===== src/rtl/bk_seq_add_pkg.sv =====
// Shared definitions for the byte-serial Brent-Kung adder: FSM encoding,
// byte width and the byte-index width helper.
package bk_seq_pkg;

  typedef enum logic [1:0] {
    ST_IDLE = 2'd0,
    ST_RUN  = 2'd1,
    ST_DONE = 2'd2
  } state_t;

  localparam int BYTE_W = 8;

  // A single-byte operand still needs a 1-bit index register.
  function automatic int idx_w(input int nb);
    return (nb > 1) ? $clog2(nb) : 1;
  endfunction

endpackage


===== src/rtl/bk_seq_add_bkadd8.sv =====
// 8-bit Brent-Kung parallel-prefix adder, purely combinational.
// The carry-in is folded into the bit-0 generate term.
module BKadd8 (
  input  logic [7:0] a,
  input  logic [7:0] b,
  input  logic       cin,
  output logic [7:0] s,
  output logic       cout
);

  logic [7:0] g, p, c;
  logic g0, g10, g32, p32, g54, p54, g76, p76;
  logic g30, g74, p74, g70, g50, g20, g40, g60;

  always_comb begin
    g = a & b;
    p = a ^ b;
    g0  = g[0] | (p[0] & cin);
    // Up-sweep: pairs, then quads, then the full byte.
    g10 = g[1] | (p[1] & g0);
    g32 = g[3] | (p[3] & g[2]);
    p32 = p[3] & p[2];
    g54 = g[5] | (p[5] & g[4]);
    p54 = p[5] & p[4];
    g76 = g[7] | (p[7] & g[6]);
    p76 = p[7] & p[6];
    g30 = g32 | (p32 & g10);
    g74 = g76 | (p76 & g54);
    p74 = p76 & p54;
    g70 = g74 | (p74 & g30);
    // Down-sweep fills in the remaining prefixes.
    g50 = g54 | (p54 & g30);
    g20 = g[2] | (p[2] & g10);
    g40 = g[4] | (p[4] & g30);
    g60 = g[6] | (p[6] & g50);
    c    = {g60, g50, g40, g30, g20, g10, g0, cin};
    s    = p ^ c;
    cout = g70;
  end

endmodule


===== src/rtl/bk_seq_add.sv =====
// WIDTH-bit adder built by sequencing one BKadd8 over the operands, LSB byte
// first. Optional signed overflow output is enabled with BKSEQ_OVF_EN.
//
// Handshake: a transfer happens on a rising edge where valid && ready are both
// high; in_ready is high only in IDLE, res_valid only in DONE, and res_ready
// outside DONE is ignored.
module bk_seq_add
  import bk_seq_pkg::*;
#(
  parameter int WIDTH = 32
) (
  input  logic             clk,
  input  logic             rst,
  input  logic             in_valid,
  output logic             in_ready,
  input  logic [WIDTH-1:0] a,
  input  logic [WIDTH-1:0] b,
  input  logic             cin,
  output logic             res_valid,
  input  logic             res_ready,
  output logic [WIDTH-1:0] s,
  output logic             cout
`ifdef BKSEQ_OVF_EN
  ,
  output logic             ovf
`endif
);

  localparam int NB = WIDTH / BYTE_W;
  localparam int IW = idx_w(NB);

  state_t            state;
  logic [WIDTH-1:0]  op_a, op_b;
  logic              carry;
  logic [IW-1:0]     idx;
  logic [BYTE_W-1:0] sum8;
  logic              c8;

  BKadd8 u_add (
    .a    (op_a[BYTE_W-1:0]),
    .b    (op_b[BYTE_W-1:0]),
    .cin  (carry),
    .s    (sum8),
    .cout (c8)
  );

  assign in_ready  = (state == ST_IDLE);
  assign res_valid = (state == ST_DONE);

  always_ff @(posedge clk) begin
    if (rst) begin
      state <= ST_IDLE;
      op_a  <= '0;
      op_b  <= '0;
      carry <= 1'b0;
      idx   <= '0;
      s     <= '0;
      cout  <= 1'b0;
`ifdef BKSEQ_OVF_EN
      ovf   <= 1'b0;
`endif
    end else begin
      case (state)
        ST_IDLE: begin
          if (in_valid) begin
            op_a  <= a;
            op_b  <= b;
            carry <= cin;
            idx   <= '0;
            s     <= '0;
            state <= ST_RUN;
          end
        end
        ST_RUN: begin
          for (int i = 0; i < NB; i++) begin
            if (idx == IW'(i)) s[BYTE_W*i +: BYTE_W] <= sum8;
          end
          carry <= c8;
          op_a  <= op_a >> BYTE_W;
          op_b  <= op_b >> BYTE_W;
          idx   <= idx + 1'b1;
          if (idx == IW'(NB - 1)) begin
            cout  <= c8;
`ifdef BKSEQ_OVF_EN
            // Carry into bit WIDTH-1 is recovered from the top byte's sum bit.
            ovf   <= (op_a[BYTE_W-1] ^ op_b[BYTE_W-1] ^ sum8[BYTE_W-1]) ^ c8;
`endif
            idx   <= '0;
            state <= ST_DONE;
          end
        end
        ST_DONE: begin
          if (res_ready) state <= ST_IDLE;
        end
        default: state <= ST_IDLE;
      endcase
    end
  end

endmodule

===== config.mk =====
export PLATFORM = sky130hd
export DESIGN_NAME = bk_seq_add
export DESIGN_NICKNAME = d
export VERILOG_FILES = /design/src/rtl/bk_seq_add_pkg.sv /design/src/rtl/bk_seq_add_bkadd8.sv /design/src/rtl/bk_seq_add.sv
export SDC_FILE = /design/constraint.sdc
export NUM_CORES = 1
export LEC_CHECK = 0
export ABC_AREA = 1
export BUFFER_PORTS_ARGS = -buffer_cell sky130_fd_sc_hd__buf_2
export CORE_AREA = 2 2 121 123
export DETAILED_ROUTE_END_ITERATION = 7
export DIE_AREA = 0 0 123 125
export MAX_ROUTING_LAYER = met4
export PLACE_DENSITY_LB_ADDON = 0.25
export RECOVER_POWER = 50
export SYNTH_ARGS = -nofsm -noshare
export SYNTH_HDL_FRONTEND = slang
export SYNTH_SLANG_ARGS = --single-unit

===== constraint.sdc =====
create_clock -name clk -period 3 [get_ports clk]
set_input_delay 0.3 -clock clk [delete_from_list [all_inputs] [get_ports clk]]
set_output_delay 0.3 -clock clk [all_outputs]
set_load 0.005 [all_outputs]

### Yosys cells after proc, flatten, opt, wreduce, memory -nomap -nowiden

Index checks and enable logic that the tools add are counted.

* flip-flop bits (word level): 102
* bits in latches: 0
* RAM bits: 0
* memory bits (read-only): 0
* input port bits: 69
* output and inout port bits: 35
* logic and storage cells: 82
* memories kept: 0

* add/subtract/negate cells: 1
* $mul: 0
* div/mod/pow operators: 0
* $lt $le $gt $ge: 0
* equality and inequality tests: 11
* shifts and indexed selects: 0
* mux-type cells: 19
* bitwise operators: 31
* reduce and logical (&&, ||, !) cells: 10

Operator list (number)
* one-hot mux 32 bit (2 select lines): 3
* 2-to-1 mux 32 bit: 3
* 2-to-1 mux 8 bit: 4
* bitwise AND 1 bit: 16
* bitwise XOR 8 bit: 2
* AND reduction 3 bit: 5
* bitwise OR 1 bit: 12
* 2-to-1 mux 2 bit: 5
* inequality test 2 bit, second input constant: 5
* bitwise AND 8 bit: 1
* == test 2 bit, second input constant: 3
* one-hot mux 2 bit (3 select lines): 1
* == test 2 x 1 -> 1 bit, second input constant: 2
* zero test 2 bit: 2
* one-hot mux 2 bit (2 select lines): 1
* AND reduction 2 bit: 2
* adder 2 x 1 -> 2 bit, second input constant: 1
* inequality test 2 x 1 -> 1 bit, second input constant: 1
* one-hot mux 1 bit (2 select lines): 1
* nonzero test 2 bit: 1
* 2-to-1 mux 1 bit: 1

### Logic depth before layout (Yosys ltp)

* depth in word-level cells: 14
* depth in mapped cells: 14
* gate-level depth less buffers: 14

### Modules after synthesis

A second synthesis with hierarchy kept.

* cell total of the unflattened synthesis: 851
* area, all modules: 5353.9 um2

By module, submodules not included
* bk_seq_add: times used 1, cells an instance 807, area an instance 5023.6 um2, seq. area each 2042.0 um2
* BKadd8: times used 1, cells an instance 44, area an instance 330.3 um2, seq. area each 0.0 um2

### Worst setup path before layout

Ideal clock, no wire load.

* kind: flip-flop to flip-flop
* from: register op_a[0]
* to: register s[6]
* setup time: 0.064 ns
* arrival: 2.183 ns
* required time: 2.936 ns
* path slack: 0.753 ns
* stages on the path, launching flop included: 13
* path buffers: 0
* clock period less this slack: 2.247 ns
* path through: dfxtp_1 -> fa_1 -> inv_1 -> fa_1 -> inv_1 -> nand3_1 -> nand2_1 -> a31o_2 -> fa_1 -> inv_1 -> nor2_1 -> nor2_1 -> nor2_1

* word-level cells in the longest chain between the ends: 12
* elaborated cells on any way between the ends: 13
* classes of those cells: mux (2); bitwise (11)

Ends and longest elaborated chain
* from (decl): RTL line bk_seq_add.sv:33 `logic [WIDTH-1:0] op_a, op_b;`
* from (signal assigned): RTL line bk_seq_add.sv:79 `op_a <= op_a >> BYTE_W;`
* bitwise XOR 8 bit: RTL line bk_seq_add_bkadd8.sv:17 `p = a ^ b;`
* bitwise AND 1 bit: RTL line bk_seq_add_bkadd8.sv:18 `g0 = g[0] | (p[0] & cin);`
* bitwise OR 1 bit *: RTL line bk_seq_add_bkadd8.sv:18
* bitwise AND 1 bit *: RTL line bk_seq_add_bkadd8.sv:20 `g10 = g[1] | (p[1] & g0);`
* bitwise OR 1 bit *: RTL line bk_seq_add_bkadd8.sv:20
* bitwise AND 1 bit *: RTL line bk_seq_add_bkadd8.sv:27 `g30 = g32 | (p32 & g10);`
* bitwise OR 1 bit *: RTL line bk_seq_add_bkadd8.sv:27
* bitwise AND 1 bit *: RTL line bk_seq_add_bkadd8.sv:32 `g50 = g54 | (p54 & g30);`
* bitwise OR 1 bit *: RTL line bk_seq_add_bkadd8.sv:32
* bitwise XOR 8 bit *: RTL line bk_seq_add_bkadd8.sv:37 `s = p ^ c;`
* 2-to-1 mux 8 bit *: RTL line bk_seq_add.sv:76 `if (idx == IW'(i)) s[BYTE_W*i +: BYTE_W] <= sum8;`
* one-hot mux 32 bit (2 select lines) *: RTL line bk_seq_add.sv:63 `case (state)`
* to (signal, indexed assignment): RTL line bk_seq_add.sv:76
* to (decl): RTL line bk_seq_add.sv:21 `output logic [WIDTH-1:0] s,`

Mark *: on every way between the ends. The rest lies on a longest branch, timed or not. The select of a mux whose other input is x is not followed.
A chain may end at the register's enable or synchronous reset.

### Final worst setup path

Same ends and word-level chain as after synthesis.

==> run metrics <==
final core utilization 0.376; DRT antenna net count 0; Sw Ratio 0.269; synthesized area divided by synthesized cell count 7.50 um2; later-pin clock latency in the skew report 0.35 ns; basic-gate share of the synthesized area counting and, or, nand and nor cells 0.164; 1st-iter DRT viols 237; endpoint type of the worst setup path flop; post-detailed-route via-to-cell ratio 4.71; clock transition at the registers of the reported paths 0.07 ns; # port buffers 103; multiplexer area fraction after synthesis 0; GRT Overall Usage 0.161; total of max-cap violations 0; Detailed Route WL 11700 um; sequential share of power 0.453; distinct cell type count after synthesis 24; Slew Limit Fails 0; Mapped Cells 586; vias 4054; Post-Route Skew 0.00637 ns; hold buffers post-CTS 0; wire length of the first global-routing pass 19100 um; combinational family with the most area after synthesis compound AO/OA/AOI/OAI gates; Diodes inserted 0; Compound-Gate Fraction of Synth Area 0.240; VDD IR-drop max 0.266 mV; detailed-placement wirelength estimate 8270 um; H-tree depth 3; post_cts resized 0; initial core utilization 0.310; Leak Pwr 2.42 nW; Power per Cell Area 638 mW/mm2; std cell rows 44; cell-by-cell trace of the critical path fa_1 -> inv_1 -> fa_1 -> inv_1 -> nand3_1 -> nand2_1 -> a31o_2 -> fa_1 -> inv_1 -> nor2_1 -> nor2_1 -> nor2_1; commonest cells after routing, fill and taps aside 102 x sky130_fd_sc_hd__nand2_1, 102 x sky130_fd_sc_hd__dfxtp_1, 88 x sky130_fd_sc_hd__buf_2; number of flops mapped to enable cells by yosys 0; power share of the clock group 0.388; height of the chip 125 um; cell area reported after detailed placement 0.00503 mm2; CP Launch Type flop; max incr delay on CP 0.48 ns; share of async-settable or async-resettable flops after synthesis 0; portion of the clock cycle consumed by the worst path in the final layout 0.825; maximum fanout encountered on the critical timing path 4; number of warnings printed during yosys synthesis 0; status finished clean; TritonCTS clock tree done; remaining routing DRC violations 0; WP data required 3.29 ns; synthesized flop and latch total 102; fraction of layout instances using a drive strength above 1 0.178; class of the worst hold path in -> reg; worst relative slew slack 0.401; Final setup viols 0; mapped cell area 0.00440 mm2; post-CTS setup-driven buffer insertion count 0; Internal Pwr Total 2.49 mW; RSZ-0062 raised after global routing no; largest net degree at the start of global routing 58; final cell area excluding filler cells 0.00534 mm2; number of top-level design ports 104; WL per Instance 13.6 um; gpl congestion 0.795; number of CTS-inserted buffers 9; switching power 0.915 mW; Crit Path Category reg -> reg; fraction of the yosys area taken by sequential cells 0.464; number of endpoints with negative hold slack in the final report 0; Core Area 0.0142 mm2; library cell used as clock root buffer sky130_fd_sc_hd__clkbuf_16; TNS Setup 0 ns; dominant register cell in the synthesized netlist sky130_fd_sc_hd__dfxtp_1; adder-cell share of the synthesized area 0.0512; data arrival time at the worst-slack endpoint 2.76 ns; die footprint 0.0154 mm2; gr ovfl total 0; slowest library cell on the worst path sky130_fd_sc_hd__fa_1; number of global-route vias before repair 3900; final critical path time including I/O delays and setup 2.47 ns; Mapped Nets 670; initial antenna violation count 0; drt pass-1 iters 4; buffer depth of the longest clock path 2; DIE WIDTH 123 um; number of nets in the layout 755; area growth from synthesis to layout 21.4%; FMAX 404 MHz; clock sinks 102; proportion of power drawn by combinational gates 0.158; synthesized-area fraction occupied by xor and xnor cells 0; Least-Margin Pin Slew 0.897 ns
worst max-delay path: cells and delay by family, from the launching register on:
family	cells	cell delay, ns
and+or+nand+nor	5	0.58
buffers and inverters	3	0.17
adders and majority gates	3	1.11
AOI/OAI and AO/OA	1	0.23
DFF	1	0.33
synth_stat cells, types with 2 or more instances:
master / count / area share
sky130_fd_sc_hd__o21ai_1: 21 / 0.024
sky130_fd_sc_hd__nand3_1: 12 / 0.014
sky130_fd_sc_hd__inv_1: 46 / 0.039
sky130_fd_sc_hd__buf_4: 3 / 0.0051
sky130_fd_sc_hd__o22ai_1: 24 / 0.034
sky130_fd_sc_hd__o21ai_0: 74 / 0.084
sky130_fd_sc_hd__dfxtp_1: 102 / 0.46
sky130_fd_sc_hd__inv_2: 3 / 0.0026
sky130_fd_sc_hd__nand2_1: 101 / 0.086
sky130_fd_sc_hd__clkbuf_1: 20 / 0.017
sky130_fd_sc_hd__fa_1: 5 / 0.023
sky130_fd_sc_hd__ha_1: 10 / 0.028
sky130_fd_sc_hd__buf_2: 11 / 0.013
sky130_fd_sc_hd__nand2_2: 3 / 0.0043
sky130_fd_sc_hd__a21oi_1: 79 / 0.090
sky130_fd_sc_hd__o21ai_2: 2 / 0.0040
sky130_fd_sc_hd__nor2_1: 63 / 0.054
layout make-up:
| class | count | area [um2] |
|---|---|---|
| inverters | 49 | 184 |
| clock inverters | 6 | 109 |
| well taps | 184 | 230 |
| flip-flops and latches | 102 | 2040 |
| fillers | 1527 | 8870 |
| multi-input cells | 399 | 1990 |
| repair buffers | 110 | 549 |
| clock buffers | 10 | 229 |
stage by stage:
stage	hold slack [ns]	setup slack [ns]	power, mW	cells
after floorplan	0.442	0.753	1.93	586
after global placement	0.454	0.602	2.11	844
after detailed placement	0.456	0.538	2.12	844
after CTS	0.178	0.519	3.45	860
after global routing	0.199	0.266	3.59	860
final	0.193	0.526	3.41	860
layer usage:
metal	track usage	wire, um	vias up	part of all wire
li1	-	-	2115	-
met1	0.214	5720	1843	0.49
met2	0.249	5270	86	0.45
met3	0.0415	605	10	0.052
met4	0.0281	94	0	0.0080
met5	-	0	-	0
sequential cells by signal, indices dropped and copies added, names as in the netlist:
signal  flops
s          32
op_a       32
op_b       32
idx         2
state       2
carry       1
cout        1
power groups by stage:
stage	logic, mW	registers, mW	clock network [mW]
2_1_floorplan	0.371	1.56	0
3_3_place_gp	0.539	1.57	0
3_5_place_dp	0.549	1.57	0
4_1_cts	0.552	1.54	1.36
5_1_grt	0.624	1.56	1.41
6_report	0.540	1.54	1.32
final timing paths:
path	slack, ns	startpoint	end	depth (start not counted)
hold / removal	0.19	b[27]	op_b[27]$_SDFFE_PP0P_	3
setup / recovery	0.53	op_a[0]$_SDFFE_PP0P_	s[6]$_SDFFE_PP0P_	12
hold reg to reg	0.47	op_a[25]$_SDFFE_PP0P_	op_a[25]$_SDFFE_PP0P_	2
setup reg to reg	0.53	op_a[0]$_SDFFE_PP0P_	s[6]$_SDFFE_PP0P_	12
cells by family (layout without fill, tap and decap cells):
kind of cell | count (synthesis) | after routing
adders and majority gates | 15 | 15
and+or+nand+nor | 182 | 182
AOI/OAI and AO/OA | 202 | 202
buffers and inverters | 85 | 175
DFF | 102 | 102
Note: power is estimated with default switching activity, not from simulation.
